**config.mk**
```make
export PLATFORM = sky130hd
export DESIGN_NAME = led_effect_scheduler
export DESIGN_NICKNAME = d
export VERILOG_FILES = /design/src/rtl/led_effect_scheduler.sv
export SDC_FILE = /design/constraint.sdc
export NUM_CORES = 1
export LEC_CHECK = 0
export ABC_AREA = 1
export CORE_MARGIN = 2
export CORE_UTILIZATION = 52
export DETAILED_ROUTE_END_ITERATION = 8
export DONT_BUFFER_PORTS = 1
export PLACE_DENSITY_LB_ADDON = 0.05
export SLEW_MARGIN = 25
export SYNTH_ARGS = -nofsm -noshare
export SYNTH_HDL_FRONTEND = slang
export SYNTH_SLANG_ARGS = --single-unit
```
**constraint.sdc**
```tcl
create_clock -name clk_50M -period 1.6 [get_ports clk_50M]
set_clock_uncertainty 0.05 [all_clocks]
set_input_delay 0.32 -clock clk_50M [delete_from_list [all_inputs] [get_ports clk_50M]]
set_output_delay 0.32 -clock clk_50M [all_outputs]
set_load 0.01 [all_outputs]
```
**src/rtl/led_effect_scheduler.sv**
```systemverilog
// Steps a 7-LED bar through bounce, fill and blink effects at a prescaled rate.
// Effects advance automatically after a set number of steps or on a button pulse.
module led_effect_scheduler #(
   parameter int unsigned CLK_DIV        = 5_000_000,
   parameter int unsigned STEPS_PER_MODE = 14
) (
   input  logic       clk_50M,
   input  logic       rst_n,
   input  logic       switch,
   input  logic       auto_en,
   input  logic       next_btn,
   output logic [6:0] leds,
   output logic [1:0] mode,
   output logic       step_tick
);

   localparam int unsigned DIV_W  = $clog2(CLK_DIV);
   localparam int unsigned STEP_W = $clog2(STEPS_PER_MODE + 1);
   localparam logic [DIV_W-1:0]  DIV_MAX  = DIV_W'(CLK_DIV - 1);
   localparam logic [STEP_W-1:0] STEP_MAX = STEP_W'(STEPS_PER_MODE - 1);

   localparam logic [6:0] PAT_FIRST = 7'b0000001;
   localparam logic [6:0] PAT_BLINK = 7'b1010101;
   localparam logic [6:0] PAT_FULL  = 7'b1111111;

   typedef enum logic [1:0] {
      ST_OFF    = 2'b00,
      ST_BOUNCE = 2'b01,
      ST_FILL   = 2'b10,
      ST_BLINK  = 2'b11
   } state_t;

   state_t              state_q, state_d;
   logic [6:0]          leds_q, leds_d;
   logic                step_tick_q, step_tick_d;
   logic [DIV_W-1:0]    div_cnt_q, div_cnt_d;
   logic [STEP_W-1:0]   step_cnt_q, step_cnt_d;
   logic [2:0]          pos_q, pos_d;
   logic                dir_q, dir_d;
   logic                advance;
   logic [2:0]          pos_nxt;

   // State register and datapath flops.
   always_ff @(posedge clk_50M) begin
      if (!rst_n) begin
         state_q     <= ST_OFF;
         leds_q      <= 7'd0;
         step_tick_q <= 1'b0;
         div_cnt_q   <= '0;
         step_cnt_q  <= '0;
         pos_q       <= 3'd0;
         dir_q       <= 1'b0;
      end else begin
         state_q     <= state_d;
         leds_q      <= leds_d;
         step_tick_q <= step_tick_d;
         div_cnt_q   <= div_cnt_d;
         step_cnt_q  <= step_cnt_d;
         pos_q       <= pos_d;
         dir_q       <= dir_d;
      end
   end

   // Next-state, effect sequencing and prescaler.
   always_comb begin
      state_d    = state_q;
      leds_d     = leds_q;
      div_cnt_d  = div_cnt_q;
      step_cnt_d = step_cnt_q;
      pos_d      = pos_q;
      dir_d      = dir_q;
      advance    = 1'b0;
      pos_nxt    = dir_q ? (pos_q - 3'd1) : (pos_q + 3'd1);

      if (!switch) begin
         state_d    = ST_OFF;
         leds_d     = 7'd0;
         div_cnt_d  = '0;
         step_cnt_d = '0;
         pos_d      = 3'd0;
         dir_d      = 1'b0;
      end else if (state_q == ST_OFF) begin
         state_d    = ST_BOUNCE;
         leds_d     = PAT_FIRST;
         div_cnt_d  = '0;
         step_cnt_d = '0;
         pos_d      = 3'd0;
         dir_d      = 1'b0;
      end else begin
         // A button and an auto-advance in the same cycle still move one mode.
         advance = next_btn || (step_tick_q && auto_en && (step_cnt_q == STEP_MAX));
         if (advance) begin
            div_cnt_d  = '0;
            step_cnt_d = '0;
            pos_d      = 3'd0;
            dir_d      = 1'b0;
            unique case (state_q)
               ST_BOUNCE: begin
                  state_d = ST_FILL;
                  leds_d  = PAT_FIRST;
               end
               ST_FILL: begin
                  state_d = ST_BLINK;
                  leds_d  = PAT_BLINK;
               end
               default: begin
                  state_d = ST_BOUNCE;
                  leds_d  = PAT_FIRST;
               end
            endcase
         end else if (step_tick_q) begin
            div_cnt_d  = '0;
            step_cnt_d = (step_cnt_q == STEP_MAX) ? step_cnt_q : (step_cnt_q + STEP_W'(1));
            unique case (state_q)
               ST_BOUNCE: begin
                  pos_d  = pos_nxt;
                  leds_d = 7'd1 << pos_nxt;
                  if (pos_nxt == 3'd6) begin
                     dir_d = 1'b1;
                  end else if (pos_nxt == 3'd0) begin
                     dir_d = 1'b0;
                  end
               end
               ST_FILL: begin
                  leds_d = (leds_q == PAT_FULL) ? 7'd0 : {leds_q[5:0], 1'b1};
               end
               default: begin
                  leds_d = ~leds_q;
               end
            endcase
         end else begin
            div_cnt_d = div_cnt_q + DIV_W'(1);
         end
      end

      // Registered strobe is high exactly while the prescaler sits at its last count.
      step_tick_d = switch && (div_cnt_d == DIV_MAX);
   end

   assign leds      = leds_q;
   assign mode      = state_q;
   assign step_tick = step_tick_q;

endmodule

```
==> out/results.txt <==
CP most frequent cell = nand2_2
Number of global-route vias before repair = 2318
WL per Instance = 12.99 um
Total gr overflow = 0
Ant. Diodes = 0
Max cap viols = 0
Worst setup SP type = flop
Count of different cell masters after synthesis = 30
Die Ht = 72.92 um
Worst Reg-to-Reg Cells = 10
Starting Density = 0.5299
Area share of the largest cell type after synthesis = 0.3323
Outcome = complete, but fails checks
CP required = 1.79 ns
Nets@finish = 437
Layout cells sized above 1 = 0.3222
Fillers = 398
DIE WIDTH = 72.92 um
FF-to-FF Start = dir_q
Worst-Margin Slew = 0.3741 ns
Final Cycle Share = 1.023
Hold_ws = 0.06365 ns
Worst hold start = rst_n
Post-DRT Antenna Nets = 0
Number of detailed-route iterations in the first pass = 5
Worst Setup EP = leds[6]
Tot GR Track Use = 0.2437
Pwr/cell area = 658.7 nW/um2
Peak Freq = 0.6109 GHz
Top cells by area, synth = dfxtp_1 (33%), nand2_1 (14%), inv_1 (7.9%), nor2_1 (7.9%), nand3_1 (6.9%)
Largest net degree at the start of global routing = 22
Yosys warns = 0
Maximum vdd drop = 0.0004558 V
FP Rows = 25
Skew-Pair Late Insertion Delay = 0.30 ns
Clk pin slew, worst setup/hold paths = 0.09 ns
Max FO, Critical Path = 4
Violated checks = negative setup slack
Core Region = 4661 um2
Cts bufs inserted = 5
Top cells by instance count after synthesis = nand2_1 (93), inv_1 (52), nor2_1 (52)
CP cell instances = inv_2 > fa_2 > nand2_2 > nand2_4 > buf_6 > nor2_4 > nand2_2 > nand3_2 > nand2_1 > a21oi_1
Total die area = 5317 um2
LEAKAGE = 0.001257 uW
Mapped Area = 2470 um2
Class of the most critical hold timing path = input pin to flop
Crit path from = dir_q
Gpl congestion = 0.8725
Largest area contributor in the synthesized netlist = dfxtp_1
H-Tree Depth = 2
Slew headroom = 0.7497
Hold Vio Cnt, Final = 0
Crit-path max cell delay = 0.40 ns
Initial antenna violation count = 0
Most used flip-flop cell after synthesis = dfxtp_1
Boundary Pins = 15
Post-synth EDFFs = 0
Async set-reset flop share out of synthesis = 0
Endpoints failing setup = 3
CTS tree = built
Register-to-register setup slack = -0.04 ns
WP data arrival = 1.82 ns
CTS sink count = 41
RSZ-0062 raised after global routing = true
Setup slack after layout = -0.03700 ns
Critical path class = flop to flop
Mean post-synth cell area = 6.604 um2
CP bufs+invs = 2
Hold_buf cts = 0
Crit path time final = 1.637 ns
Global-route wire length before repair = 10.08 mm
Via count = 2422
Max Slew Vio Count = 0
Stages on worst setup path = 10
Root buf cell = clkbuf_8
Pre-CTS WS = -0.05743 ns
Cell with the most instances after synthesis = nand2_1
Vias per cell = 5.121
R2r endpoint = leds[6]
IO Port Bufs = 0
CP Capture Type = flop
CP delay by family, top = simple AND/OR/NAND/NOR gates
Syn_nets = 393
DRC viols = 0
Post-synthesis sequential area ratio = 0.3323
DRT Wirelength = 6.143 mm
HPWL after detailed placement = 4.390 mm
FF+latch count, synth = 41
Max clock buf depth = 2
Area Growth Syn to Fin = 31.05%
Mapped Cells = 374
Initial drt markers = 124
Slowest CP cell = fa_2
[layer usage]
layer,vias up,GRT usage,share of wire
met3,10,0.04420,0.038
met4,0,0.09671,0.017
met2,59,0.4343,0.52
met1,1085,0.2878,0.43
met5,-,0,0
li1,1268,-,-
[flip-flops by register name (all words and copies together) (netlist names)]
signal,cells
step_cnt_q,4
dir_q,1
leds,7
mode,2
div_cnt_q,23
pos_q,3
step_tick,1
[how the worst min path moves through the flow]
stage / end / slack, ns / cells past startpoint
4_1_cts: div_cnt_q[20] / 0.07 / 2
6_report: div_cnt_q[20] / 0.06 / 2
3_3_place_gp: div_cnt_q[20] / 0.39 / 2
2_1_floorplan: div_cnt_q[20] / 0.38 / 2
3_5_place_dp: div_cnt_q[20] / 0.39 / 2
5_1_grt: div_cnt_q[20] / 0.08 / 2
[final cells by class]
cell class	count	area, um2	area share
Multi-Input combinational cell	276	1669	0.5157
Sequential cell	41	848.3	0.2621
Tap cell	54	67.56	0.02087
Clock inverter	3	65.06	0.02010
Timing Repair Buffer	41	315.3	0.09741
Clock buffer	5	68.82	0.02126
Inverter	53	202.7	0.06262
[where the power goes]
part	total (uW)	internal, uW	switching (uW)	leakage (uW)
Clock	1010	620	385	0.0000681
Combinational	104	39.3	64.9	0.000849
Sequential	1020	1020	3.74	0.000340
Total	2130	1680	454	0.00126
[what timing repair did]
action                                  CTS  global route
resized for setup                        10            73
pin swaps                                 3            27
buffers inserted                          2             4
endpoints found under the setup margin    6            37
[cells in the final DEF (no fill, tap or decap), types with 5 or more instances in the layout]
| cell | netlist | final |
|---|---|---|
| nand3_1 | 34 | 25 |
| nand2_1 | 93 | 83 |
| nor2_4 | 3 | 12 |
| inv_1 | 52 | 45 |
| clkbuf_8 | 0 | 5 |
| nand4_1 | 8 | 8 |
| buf_4 | 0 | 39 |
| nand2_2 | 7 | 11 |
| nand3_2 | 0 | 8 |
| dfxtp_2 | 0 | 13 |
| inv_2 | 0 | 6 |
| dfxtp_1 | 41 | 25 |
| nand2_4 | 1 | 7 |
| nor2_2 | 7 | 7 |
| nor2_1 | 52 | 43 |
| a21oi_1 | 26 | 24 |
| o21ai_0 | 10 | 9 |
| ha_1 | 13 | 6 |
[through the flow]
| stage | cells | TNS [ns] | util | area (um2) | total power, uW |
|---|---|---|---|---|---|
| floorplan | 374 | 0 | - | 2476 | 1109 |
| global placement | 459 | -0.1213 | 0.5987 | 2790 | 1140 |
| detailed placement | 459 | -0.1777 | 0.5987 | 2790 | 1140 |
| CTS | 469 | -0.02928 | 0.6387 | 2977 | 2134 |
| global route | 473 | -0.7140 | 0.6945 | 3237 | 2196 |
| finish | 473 | -0.07790 | 0.6945 | 3237 | 2132 |
[worst reg2reg max path, delay by kind of cell (launching register included)]
family                   cells  cell delay [ns]
adder cells (fa/ha/maj)      1             0.40
AO/OA/AOI/OAI                1             0.13
buffers and inverters        2             0.17
AND/OR/NAND/NOR              6             0.47
flip-flops                   1             0.35
[cells by family (layout without fill, tap and decap cells)]
group / count (synthesis) / in the layout / synth area share
AND/OR/NAND/NOR: 210 / 210 / 0.3774
adder cells (fa/ha/maj): 14 / 14 / 0.07396
AO/OA/AOI/OAI: 44 / 44 / 0.09726
flip-flops: 41 / 41 / 0.3323
XOR/XNOR: 8 / 8 / 0.03141
buffers and inverters: 57 / 102 / 0.08764
Power figures use the tool's default switching activity.
